[src/rtl/mul_acc_pipe_real_pkg.sv]
// Shared types and format helpers for the pipelined fixed-point multiply-accumulate block.
package mul_acc_pipe_real_pkg;

    typedef enum logic {
        ACCUM = 1'b0,
        EMIT  = 1'b1
    } acc_state_e;

    function automatic int prod_width(input int a_w, input int b_w);
        return a_w + b_w;
    endfunction

    function automatic int prod_exp(input int a_e, input int b_e);
        return a_e + b_e;
    endfunction

    function automatic int cnt_width(input int len);
        return (len < 1) ? 1 : $clog2(len + 1);
    endfunction

endpackage

[src/rtl/mul_acc_pipe_real_real_pipe_reg.sv]
// Fixed-point register chain with per-stage valid; all stages advance together on cke_i.
module real_pipe_reg #(
    parameter int DATA_W = 33,
    parameter int STAGES = 2
) (
    input  logic                     clk,
    input  logic                     rst,
    input  logic                     cke_i,
    input  logic                     vld_i,
    input  logic signed [DATA_W-1:0] data_i,
    output logic                     vld_o,
    output logic signed [DATA_W-1:0] data_o
);

    logic [STAGES-1:0]        vld_q;
    logic signed [DATA_W-1:0] data_q [STAGES];

    always_ff @(posedge clk) begin
        if (rst) begin
            vld_q <= '0;
        end else if (cke_i) begin
            vld_q[0] <= vld_i;
            for (int i = 1; i < STAGES; i++) begin
                vld_q[i] <= vld_q[i-1];
            end
        end
    end

    always_ff @(posedge clk) begin
        if (cke_i) begin
            data_q[0] <= data_i;
            for (int i = 1; i < STAGES; i++) begin
                data_q[i] <= data_q[i-1];
            end
        end
    end

    assign vld_o  = vld_q[STAGES-1];
    assign data_o = data_q[STAGES-1];

endmodule

[src/rtl/mul_acc_pipe_real.sv]
// Pipelined fixed-point multiplier with optional accumulation of ACC_LEN products per output.
// Valid/ready on both sides; the whole pipeline stalls while a result is held.
module mul_acc_pipe_real
    import mul_acc_pipe_real_pkg::*;
#(
    parameter int A_WIDTH     = 16,
    parameter int A_EXP       = -8,
    parameter int B_WIDTH     = 17,
    parameter int B_EXP       = -9,
    parameter int C_WIDTH     = 24,
    parameter int C_EXP       = -10,
    parameter int PIPE_STAGES = 2,
    parameter int ACC_EN      = 1,
    parameter int ACC_LEN     = 4
) (
    input  logic                      clk,
    input  logic                      rst,
    input  logic signed [A_WIDTH-1:0] a,
    input  logic signed [B_WIDTH-1:0] b,
    input  logic                      in_valid,
    output logic                      in_ready,
    output logic signed [C_WIDTH-1:0] c,
    output logic                      out_valid,
    input  logic                      out_ready
);

    localparam int PW    = prod_width(A_WIDTH, B_WIDTH);
    localparam int PE    = prod_exp(A_EXP, B_EXP);
    localparam int SH    = C_EXP - PE;
    localparam int RSH   = (SH > 0) ? SH : 0;
    localparam int LSH   = (SH < 0) ? -SH : 0;
    localparam int XW    = PW + LSH + C_WIDTH;
    localparam int CNT_W = cnt_width(ACC_LEN);

    // Arithmetic right shift floors toward -inf; kept wide so overflow can be detected.
    function automatic logic signed [XW-1:0] align_c(input logic signed [PW-1:0] p);
        logic signed [XW-1:0] x;
        x = XW'(p);
        return (x >>> RSH) <<< LSH;
    endfunction

    function automatic logic fits_c(input logic signed [XW-1:0] x);
        return x == XW'($signed(x[C_WIDTH-1:0]));
    endfunction

    logic                      advance;
    logic                      vld_p0;
    logic signed [PW-1:0]      prod_p0;
    logic                      vld_pn;
    logic signed [PW-1:0]      prod_pn;
    logic signed [XW-1:0]      prod_x;
    logic signed [C_WIDTH-1:0] prod_c;
    logic signed [C_WIDTH:0]   sum_d;
    logic signed [C_WIDTH-1:0] c_q;
    logic signed [C_WIDTH-1:0] acc_q;
    logic [CNT_W-1:0]          cnt_q;
    logic                      out_valid_q;
    acc_state_e                state_q;

    assign advance  = !out_valid_q || out_ready;
    assign in_ready = advance;
    assign vld_p0   = in_valid && advance;
    assign prod_p0  = PW'(a) * PW'(b);

    // Product stages p1..pN
    real_pipe_reg #(
        .DATA_W (PW),
        .STAGES (PIPE_STAGES)
    ) u_prod_pipe (
        .clk    (clk),
        .rst    (rst),
        .cke_i  (advance),
        .vld_i  (vld_p0),
        .data_i (prod_p0),
        .vld_o  (vld_pn),
        .data_o (prod_pn)
    );

    assign prod_x = align_c(prod_pn);
    assign prod_c = prod_x[C_WIDTH-1:0];
    assign sum_d  = {acc_q[C_WIDTH-1], acc_q} + {prod_c[C_WIDTH-1], prod_c};

    // Output stage
    always_ff @(posedge clk) begin
        if (rst) begin
            c_q         <= '0;
            acc_q       <= '0;
            cnt_q       <= '0;
            out_valid_q <= 1'b0;
            state_q     <= ACCUM;
        end else if (advance) begin
            if (ACC_EN == 0) begin
                out_valid_q <= vld_pn;
                if (vld_pn) begin
                    c_q <= prod_c;
                end
            end else begin
                if (state_q == EMIT) begin
                    out_valid_q <= 1'b0;
                    state_q     <= ACCUM;
                end
                // acc_q is already zero after an emit, so a product arriving on the handshake starts a fresh sum.
                if (vld_pn) begin
                    if (cnt_q == CNT_W'(ACC_LEN - 1)) begin
                        c_q         <= sum_d[C_WIDTH-1:0];
                        out_valid_q <= 1'b1;
                        acc_q       <= '0;
                        cnt_q       <= '0;
                        state_q     <= EMIT;
                    end else begin
                        acc_q <= sum_d[C_WIDTH-1:0];
                        cnt_q <= cnt_q + 1'b1;
                    end
                end
            end
        end
    end

    always_ff @(posedge clk) begin
        if (!rst && advance && vld_pn) begin
            assert (fits_c(prod_x) && (ACC_EN == 0 || sum_d[C_WIDTH] == sum_d[C_WIDTH-1]));
        end
    end

    assign c         = c_q;
    assign out_valid = out_valid_q;

endmodule

[config.mk]
export PLATFORM = sky130hd
export DESIGN_NAME = mul_acc_pipe_real
export DESIGN_NICKNAME = d
export VERILOG_FILES = /design/src/rtl/mul_acc_pipe_real_pkg.sv /design/src/rtl/mul_acc_pipe_real_real_pipe_reg.sv /design/src/rtl/mul_acc_pipe_real.sv
export SDC_FILE = /design/constraint.sdc
export NUM_CORES = 1
export LEC_CHECK = 0
export CAP_MARGIN = 10
export CORE_ASPECT_RATIO = 0.5
export CORE_MARGIN = 8
export CORE_UTILIZATION = 25
export DETAILED_ROUTE_END_ITERATION = 6
export HOLD_SLACK_MARGIN = 0.12
export PLACE_DENSITY = 0.41
export RECOVER_POWER = 50
export SKIP_CTS_REPAIR_TIMING = 1
export SYNTH_ARGS = -nofsm -noshare
export SYNTH_HDL_FRONTEND = slang
export SYNTH_SLANG_ARGS = --single-unit
[constraint.sdc]
create_clock -name clk -period 8.14 [get_ports clk]
set_clock_uncertainty 0.05 [all_clocks]
set_input_delay 1.628 -clock clk [delete_from_list [all_inputs] [get_ports clk]]
set_output_delay 1.628 -clock clk [all_outputs]
set_load 0.01 [all_outputs]
## After elaboration in Yosys (flattened, before gate mapping)

Memory sizes are Yosys's and may differ from the RTL's.
Index checks and enable logic that the tools add are counted.

- Logic and storage cells: 25
- Memory bits (writable): 66
- Bits of input ports: 37
- Memories: 1
- Output and inout bits: 26
- Bits in registers: 55

- Equality and inequality tests: 1
- Add/sub/neg operators: 2
- Multiply operators: 1
- Reduce and logical (&&, ||, !) cells: 5
- Multiplexer cells: 9

Memories:

| name | depth | bits a word | read ports | clocked after memory_dff | wr ports | line | RTL |
|---|---|---|---|---|---|---|---|
| u_prod_pipe.data_q | 2 | 33 | 2 | 0 | 2 | mul_acc_pipe_real_real_pipe_reg.sv:16 | `logic signed [DATA_W-1:0] data_q [STAGES];` |

Operators by type and width:

| operator | number |
|---|---|
| multiplier 16 x 17 -> 33 bit | 1 |
| adder 24 bit | 1 |
| 2-to-1 mux 24 bit | 1 |
| 2-to-1 mux 1 bit | 7 |
| adder 3 x 1 -> 3 bit, second input constant | 1 |
| equality test 3 x 2 -> 1 bit, second input constant | 1 |
| 2-to-1 mux 3 bit | 1 |
| AND reduction 3 bit | 1 |
| AND reduction 2 bit | 1 |
| logical AND 1 bit | 1 |
| logical NOT 1 bit | 1 |
| logical OR 1 bit | 1 |

## Logic depth before layout (Yosys ltp)

Gate-level depths: netlist (run 1).

- Depth after elaboration: 4
- Depth in mapped cells: 23
- Depth with buffers taken out: 21

## By module

A second synthesis (run 1) with hierarchy kept.

- Cell total of the unflattened synthesis: 1618
- Area total of the unflattened synthesis: 15603.7 um2

By module, submodules not included:

| module | cells an instance | area each (um2) | times used |
|---|---|---|---|
| mul_acc_pipe_real | 1513 | 13306.5 | 1 |
| real_pipe_reg | 105 | 2297.2 | 1 |

## Worst setup path after synthesis (run 1)

OpenSTA, ideal clock, no wires.

- Kind: input to register
- Start: in a[7]
- End: mem u_prod_pipe.data_q[0][30], data pin
- Cell stages on the path: 23
- Arrival time: 6.911 ns
- Data required time: 7.916 ns
- Setup slack: 1.005 ns
- Path buffers: 2
- Cells stage by stage: clkbuf_1 -> clkbuf_1 -> nand2_1 -> fa_1 -> inv_1 -> fa_1 -> inv_1 -> fa_1 -> inv_1 -> fa_1 -> fa_1 -> inv_1 -> fa_1 -> inv_1 -> ha_1 -> a31o_2 -> o311ai_0 -> nor2_1 -> o21ai_0 -> a21oi_1 -> o2111ai_1 -> and3_1 -> a311oi_1

RTL lines:

| item | line | RTL |
|---|---|---|
| start, declared | mul_acc_pipe_real.sv:18 | `input logic signed [A_WIDTH-1:0] a,` |
| end, declared | mul_acc_pipe_real_real_pipe_reg.sv:16 |  |

==> metrics.yaml, run 1 <==
logic_synthesis:
  syn-instance-count: 1493
  netlist.area_leader.share_pct: 36.9
  ys_top_cells_by_count: "inv_1 (297), fa_1 (262), nand2_1 (179)"
  synth_area_um2: 14200
  synth.net_count: 1894
  synth_most_common_cell: "inv_1"
  ys_warn_count: 0
  synth-seq-cells: 103
  yosysTopAreaCell: "fa_1"
  syn_area_per_cell_um2: 9.51
  yosysSeqAreaShare_pct: 17.9
  synth_ff_type: "dfxtp_1"
  synth_edf_count: 48
  async_flop_share_pct: 0
  synthTopCellsByArea: "fa_1 (37%), edfxtp_1 (10%), ha_1 (9.0%)"
  synth_cell_type_count: 63
critical_path:
  cp-end-kind: "flip-flop"
  start_kind: "primary input"
  cpLargestDelayFamily: "adder cells"
  critPathMaxFanout: 10
  critical_path_class: "in2reg"
  slowest_delay_ns: 0.67
  path_cells: "clkdlybuf4s50_1, buf_4, nand2_1, fa_1, inv_1, fa_1, inv_1, fa_1, inv_1, fa_1, fa_1, inv_1, fa_1, inv_1, ha_1, a31o_2, o311ai_0, nor2_1, o21ai_0, buf_4, a21oi_1, o2111ai_1, and3_1, a311oi_1"
  critPathArrivalTime_ns: 7.80
  required_ns: 8.26
  critPathBufInv: 8
  slowest_stage: "clkdlybuf4s50_1"
  crit_path_frequent_cell: "fa_1"
timing:
  slew_headroom_pct: -102
  rsz0062_at_grt: "no"
  min_period_ns: 7.67
  final_max_slew_viol_count: 54
  tightest_slew_ns: 3.02
  hold_viol: 0
  setup_tns_ns: 0
  post-route-period-util_pct: 94.3
  max_freq_ghz: 0.130
  final-setup-viol-count: 0
floorplanning:
  die_h_um: 185
  row_count: 61
  die_w_um: 353
  die_area_um2: 65100
  core_area_um2: 55900
  start_util_pct: 25.4
  io_pins: 63
place:
  dp_hpwl_um: 31400
  port_buffers: 62
  place_congestion: 0.797
clocking:
  cts-root-buf: "clkbuf_16"
  cts_buffers: 9
  clock_sinks: 103
  clkLatencyLatePin_ns: 0.35
  clk_pin_slew_ns: 0.08
  clock_path_buffers: 2
  cts_tree: "built"
  cts.htree.levels: 3
grt:
  grt_first_pass_wirelength_um: 61400
  grt_overflow_total: 0
  antenna_found_initial: 0
  grt_util_all_layers_pct: 11.7
  grt_start_max_net_pins: 64
  grt_pass1_vias: 10884
route:
  via_per_inst: 4.17
  drt-initial-drc-count: 430
  drc_errors: 0
  wl_per_cell_um: 15.8
  drt_wl_total_um: 36800
  antenna_left: 0
  vias: 9710
  first_pass_iters: 4
cells_and_area:
  insertedDiodeCount: 0
  fin_nets: 1969
  fill_cells: 5997
  multi_input_area_um2: 10300
  fin_util_pct: 29.2
  area_growth_pct: 15.0
  seq_area_um2: 2540
  drive_gt1_share_pct: 5.53
flow_run:
  drv_cap: 1
hold_path:
  min_path_type: "reg2reg"
status:
  violations: "max-capacitance violations, max-slew violations"
  status: "complete, but fails checks"
[metrics by stage]
step	worst slack [ns]	instance area [um2]	hold slack (ns)	std cells
floorplan	1.00	14200	0.350	1493
finish	0.467	16300	0.373	2329
detailed placement	-0.0208	16000	0.355	2313
global route	0.0766	16300	0.378	2329
global placement	0.0437	16000	0.353	2313
CTS	0.341	16300	0.374	2329
[kinds of logic after synthesis]
| family | after synthesis | share of synthesized area, % |
|---|---|---|
| muxes | 3 | 0.211 |
| DFF | 103 | 17.9 |
| adders and majority gates | 364 | 45.9 |
| and+or+nand+nor | 463 | 16.1 |
| buffers and inverters | 354 | 9.37 |
| xor gates and xnor gates | 53 | 3.27 |
| AOI/OAI and AO/OA | 153 | 7.22 |
[state kept, by name (all words and copies together), names as in the netlist]
name / flops
u_prod_pipe.data_q: 48
out_valid: 1
u_prod_pipe.vld_q: 2
c: 24
cnt_q: 3
acc_q: 24
state_q: 1
[path summary, 6_finish.rpt]
check	start	endpoint	depth (start not counted)	slack, ns
setup / recovery	b[6]	u_prod_pipe.data_q[0][30]$_DFFE_PN_	24	0.47
hold / removal	u_prod_pipe.data_q[0][14]$_DFFE_PN_	u_prod_pipe.data_q[0][47]$_DFFE_PN_	0	0.37
setup reg to reg	out_valid$_SDFFE_PP0N_	c[21]$_SDFFE_PP0P_	7	3.74
hold reg to reg	u_prod_pipe.data_q[0][14]$_DFFE_PN_	u_prod_pipe.data_q[0][47]$_DFFE_PN_	0	0.37
[metal layers]
metal / share of wire, % / up-vias / routed length [um] / GRT usage, %
met4: 0.46 / 0 / 170 / 1.44
met2: 42 / 104 / 15700 / 18.5
met5: 0 / - / 0 / 0
met1: 54 / 4842 / 20000 / 17.7
met3: 2.8 / 8 / 1030 / 1.13
li1: - / 4756 / - / -
[final cells by class]
class	instances	area share [%]
repair buffers	121	6.61
clock inverters	7	0.536
multi-input cells	1036	63.3
flip-flops and latches	103	15.6
clock buffers	9	1.38
inverters	297	6.83
well taps	756	5.79
[cells in the final DEF (no fill, tap or decap), types with 4 or more instances in the layout]
master,n
dfxtp_1,55
nand4b_1,4
nand3b_1,9
clkdlybuf4s50_1,43
nand2_1,179
nor2_1,74
buf_4,56
nor3_1,12
and2_1,129
o21ai_0,21
a31oi_1,5
dlygate4sd3_1,18
inv_1,297
a21o_1,10
fa_1,262
xor2_1,21
clkbuf_16,9
nand3_1,10
xnor2_1,32
a21oi_1,50
o21a_1,13
nor2b_1,5
ha_1,102
or4_1,5
nand2b_1,10
o21bai_1,4
a22oi_1,13
o31ai_1,4
or3_1,6
edfxtp_1,48
and3_1,4
Power of run 1 is not shown: default switching activity piles up to over one toggle a cycle in this logic, so the estimate is an artifact.
==> inputs of run 2 (changes only) <==
--- a/config.mk
+++ b/config.mk
@@ -5,6 +5,7 @@
 export SDC_FILE = /design/constraint.sdc
 export NUM_CORES = 1
 export LEC_CHECK = 0
+export ABC_AREA = 1
 export CAP_MARGIN = 10
 export CORE_ASPECT_RATIO = 0.5
 export CORE_MARGIN = 8
==> run 2 against run 1 <==
The flow still finishes with violations (max-capacitance violations, max-slew violations). First-iteration DRC count up 37%. Worst hold slack worse by 0.0086 ns. Final area up 9.2%. Maximum frequency up 4.2%. Synthesized cell count up 42%. Critical endpoint is now u_prod_pipe.data_q[0][20]$_DFFE_PN_. Register-to-register slack worse by 0.13 ns. Setup slack better by 0.31 ns. Highest routed layer is now met5. Critical path type unchanged. Global-route usage up 0.43 points. Die area up 11%. Area after synthesis up 12%.
==> metrics.yaml, run 2 <==
status:
  status: "complete, but fails checks"  # unchanged
  violations: "max-capacitance violations, max-slew violations"  # unchanged
timing:
  final_max_slew_viol_count: 102  # was 54
  setup_tns_ns: 0  # unchanged
  hold_viol: 0  # unchanged
  slew_headroom_pct: -93.0  # was -102%
  tightest_slew_ns: 2.89  # was 3.02 ns
  final-setup-viol-count: 0  # unchanged
  min_period_ns: 7.37  # was 7.67 ns
  post-route-period-util_pct: 90.5  # was 94.3%
  max_freq_ghz: 0.136  # was 0.130 GHz
  rsz0062_at_grt: "no"  # unchanged
clocking:
  clock_sinks: 103  # unchanged
  cts_tree: "built"  # unchanged
  clkLatencyLatePin_ns: 0.35  # about the same
  cts.htree.levels: 3  # unchanged
  cts-root-buf: "clkbuf_16"  # unchanged
  cts_buffers: 9  # unchanged
  clk_pin_slew_ns: 0.08  # about the same
  clock_path_buffers: 2  # unchanged
floorplanning:
  start_util_pct: 25.2  # was 25.4%
  row_count: 65  # was 61
  io_pins: 63  # unchanged
  die_area_um2: 72200  # was 65,100 um2
  die_h_um: 194  # was 185 um
  core_area_um2: 62900  # was 55,900 um2
  die_w_um: 372  # was 353 um
route:
  drc_errors: 0  # unchanged
  drt_wl_total_um: 42600  # was 36,800 um
  vias: 12183  # was 9,710
  first_pass_iters: 5  # was 4
  antenna_left: 0  # unchanged
  wl_per_cell_um: 14.2  # was 15.8 um
  via_per_inst: 4.06  # was 4.17
  drt-initial-drc-count: 588  # was 430
cells_and_area:
  layout_commonest_cell: "nand2_1"  # was inv_1
  insertedDiodeCount: 0  # unchanged
  largest_reg_flops: 48  # unchanged
  mostFrequentLayoutCells: "nand2_1 (610), inv_1 (575), fa_1 (262), nor2_1 (138), ha_1 (102)"  # was inv_1 (297), fa_1 (262), nand2_1 (179), and2_1 (129), ha_1 (102)
  regMostFlops: "u_prod_pipe.data_q"  # unchanged
  fin_nets: 2563  # was 1,969
  drive_gt1_share_pct: 3.46  # was 5.53%
  area_growth_pct: 12.4  # was 15.0%
flow_run:
  drv_cap: 2  # was 1
grt:
  grt_start_max_net_pins: 54  # was 64
  grt_first_pass_wirelength_um: 71100  # was 61,400 um
  grt_overflow_total: 0  # unchanged
  grt_pass1_vias: 13026  # was 10,884
  antenna_found_initial: 3  # was 0
  grt_util_all_layers_pct: 12.2  # was 11.7%
logic_synthesis:
  syn_area_per_cell_um2: 7.48  # was 9.51 um2
  syn-instance-count: 2121  # was 1,493
  yosysSeqAreaShare_pct: 16.0  # was 17.9%
  synth_most_common_cell: "nand2_1"  # was inv_1
  synth_edf_count: 48  # unchanged
  synth-seq-cells: 103  # unchanged
  async_flop_share_pct: 0  # unchanged
  synth.net_count: 2522  # was 1,894
  ys_warn_count: 0  # unchanged
  ys_top_cells_by_count: "nand2_1 (611), inv_1 (575), fa_1 (262)"  # was inv_1 (297), fa_1 (262), nand2_1 (179)
  yosysTopAreaCell: "fa_1"  # unchanged
  synth_ff_type: "dfxtp_1"  # unchanged
  synthTopCellsByArea: "fa_1 (33%), nand2_1 (14%), inv_1 (14%)"  # was fa_1 (37%), edfxtp_1 (10%), ha_1 (9.0%)
  synth_cell_type_count: 34  # was 63
  synth_area_um2: 15900  # was 14,200 um2
  netlist.area_leader.share_pct: 33.1  # was 36.9%
place:
  port_buffers: 62  # unchanged
  dp_hpwl_um: 37000  # was 31,400 um
  place_congestion: 0.839  # was 0.797
critical_path:
  cp-end-kind: "flip-flop"  # unchanged
  critical_path_class: "in2reg"  # unchanged
  required_ns: 8.19  # was 8.26 ns
  start_kind: "primary input"  # unchanged
  critPathArrivalTime_ns: 7.41  # was 7.80 ns
  critPathMaxFanout: 10  # unchanged
hold_path:
  min_path_type: "reg2reg"  # unchanged
## run 2: per-stage QoR
step	setup slack (ns)	area [um2]	utilization (%)	hold WS [ns]	instances
finish	0.774	17800	28.4	0.364	3004
CTS	0.777	17800	28.4	0.365	3004
global placement	0.347	17500	27.9	0.353	2988
floorplan	1.06	15900	-	0.350	2121
global route	0.474	17800	28.4	0.372	3004
detailed placement	0.386	17500	27.9	0.355	2988
## run 2: cells by family (layout without fill, tap and decap cells)
logic type               count (synthesis)  after routing  synth area share [%]
buffers and inverters                  651            697                  15.5
AND/OR/NAND/NOR                        837            837                  20.8
flip-flops                             103            103                  16.0
AO/OA/AOI/OAI                          130            130                  4.54
adder cells (fa/ha/maj)                364            364                  41.1
XOR/XNOR                                36             36                  1.99
## run 2: area by class of cell
| type | instances | area (um2) |
|---|---|---|
| multi-input cells | 1367 | 10900 |
| inverters | 576 | 2160 |
| fillers | 6923 | 45000 |
| repair buffers | 105 | 933 |
| flip-flops and latches | 103 | 2540 |
| well taps | 837 | 1050 |
| clock buffers | 9 | 225 |
| clock inverters | 7 | 61.3 |
## run 2: routing by layer
layer | up-vias | global-route usage [%] | part of all wire, %
met5 | - | 0 | 0.094
met1 | 5796 | 18.2 | 53
met4 | 6 | 1.98 | 1.1
li1 | 6200 | - | -
met3 | 30 | 1.15 | 2.9
met2 | 151 | 19.1 | 43
## run 2: worst max-delay path, stage by stage
cell	delay [ns]
clkdlybuf4s50_1	0.68
buf_4	0.31
nand2_1	0.07
inv_1	0.05
fa_1	0.52
inv_1	0.05
fa_1	0.46
fa_1	0.52
inv_1	0.05
fa_1	0.51
fa_1	0.50
inv_1	0.05
fa_1	0.47
inv_1	0.04
ha_1	0.37
nand2_1	0.14
nor2_1	0.22
inv_1	0.09
o21ai_0	0.25
inv_1	0.06
nand2_1	0.11
nand2_1	0.09
nand3_1	0.08
nand2_1	0.10
## run 2: final timing paths
path	startpoint	cells after the start	slack, ns	endpoint
setup / recovery	b[9]	24	0.77	u_prod_pipe.data_q[0][20]$_DFFE_PN_
hold / removal	u_prod_pipe.data_q[0][8]$_DFFE_PN_	0	0.36	u_prod_pipe.data_q[0][41]$_DFFE_PN_
setup reg to reg	out_valid$_SDFFE_PP0N_	8	3.61	c[12]$_SDFFE_PP0P_
hold reg to reg	u_prod_pipe.data_q[0][8]$_DFFE_PN_	0	0.36	u_prod_pipe.data_q[0][41]$_DFFE_PN_
Power of run 2 is left out for the same reason.
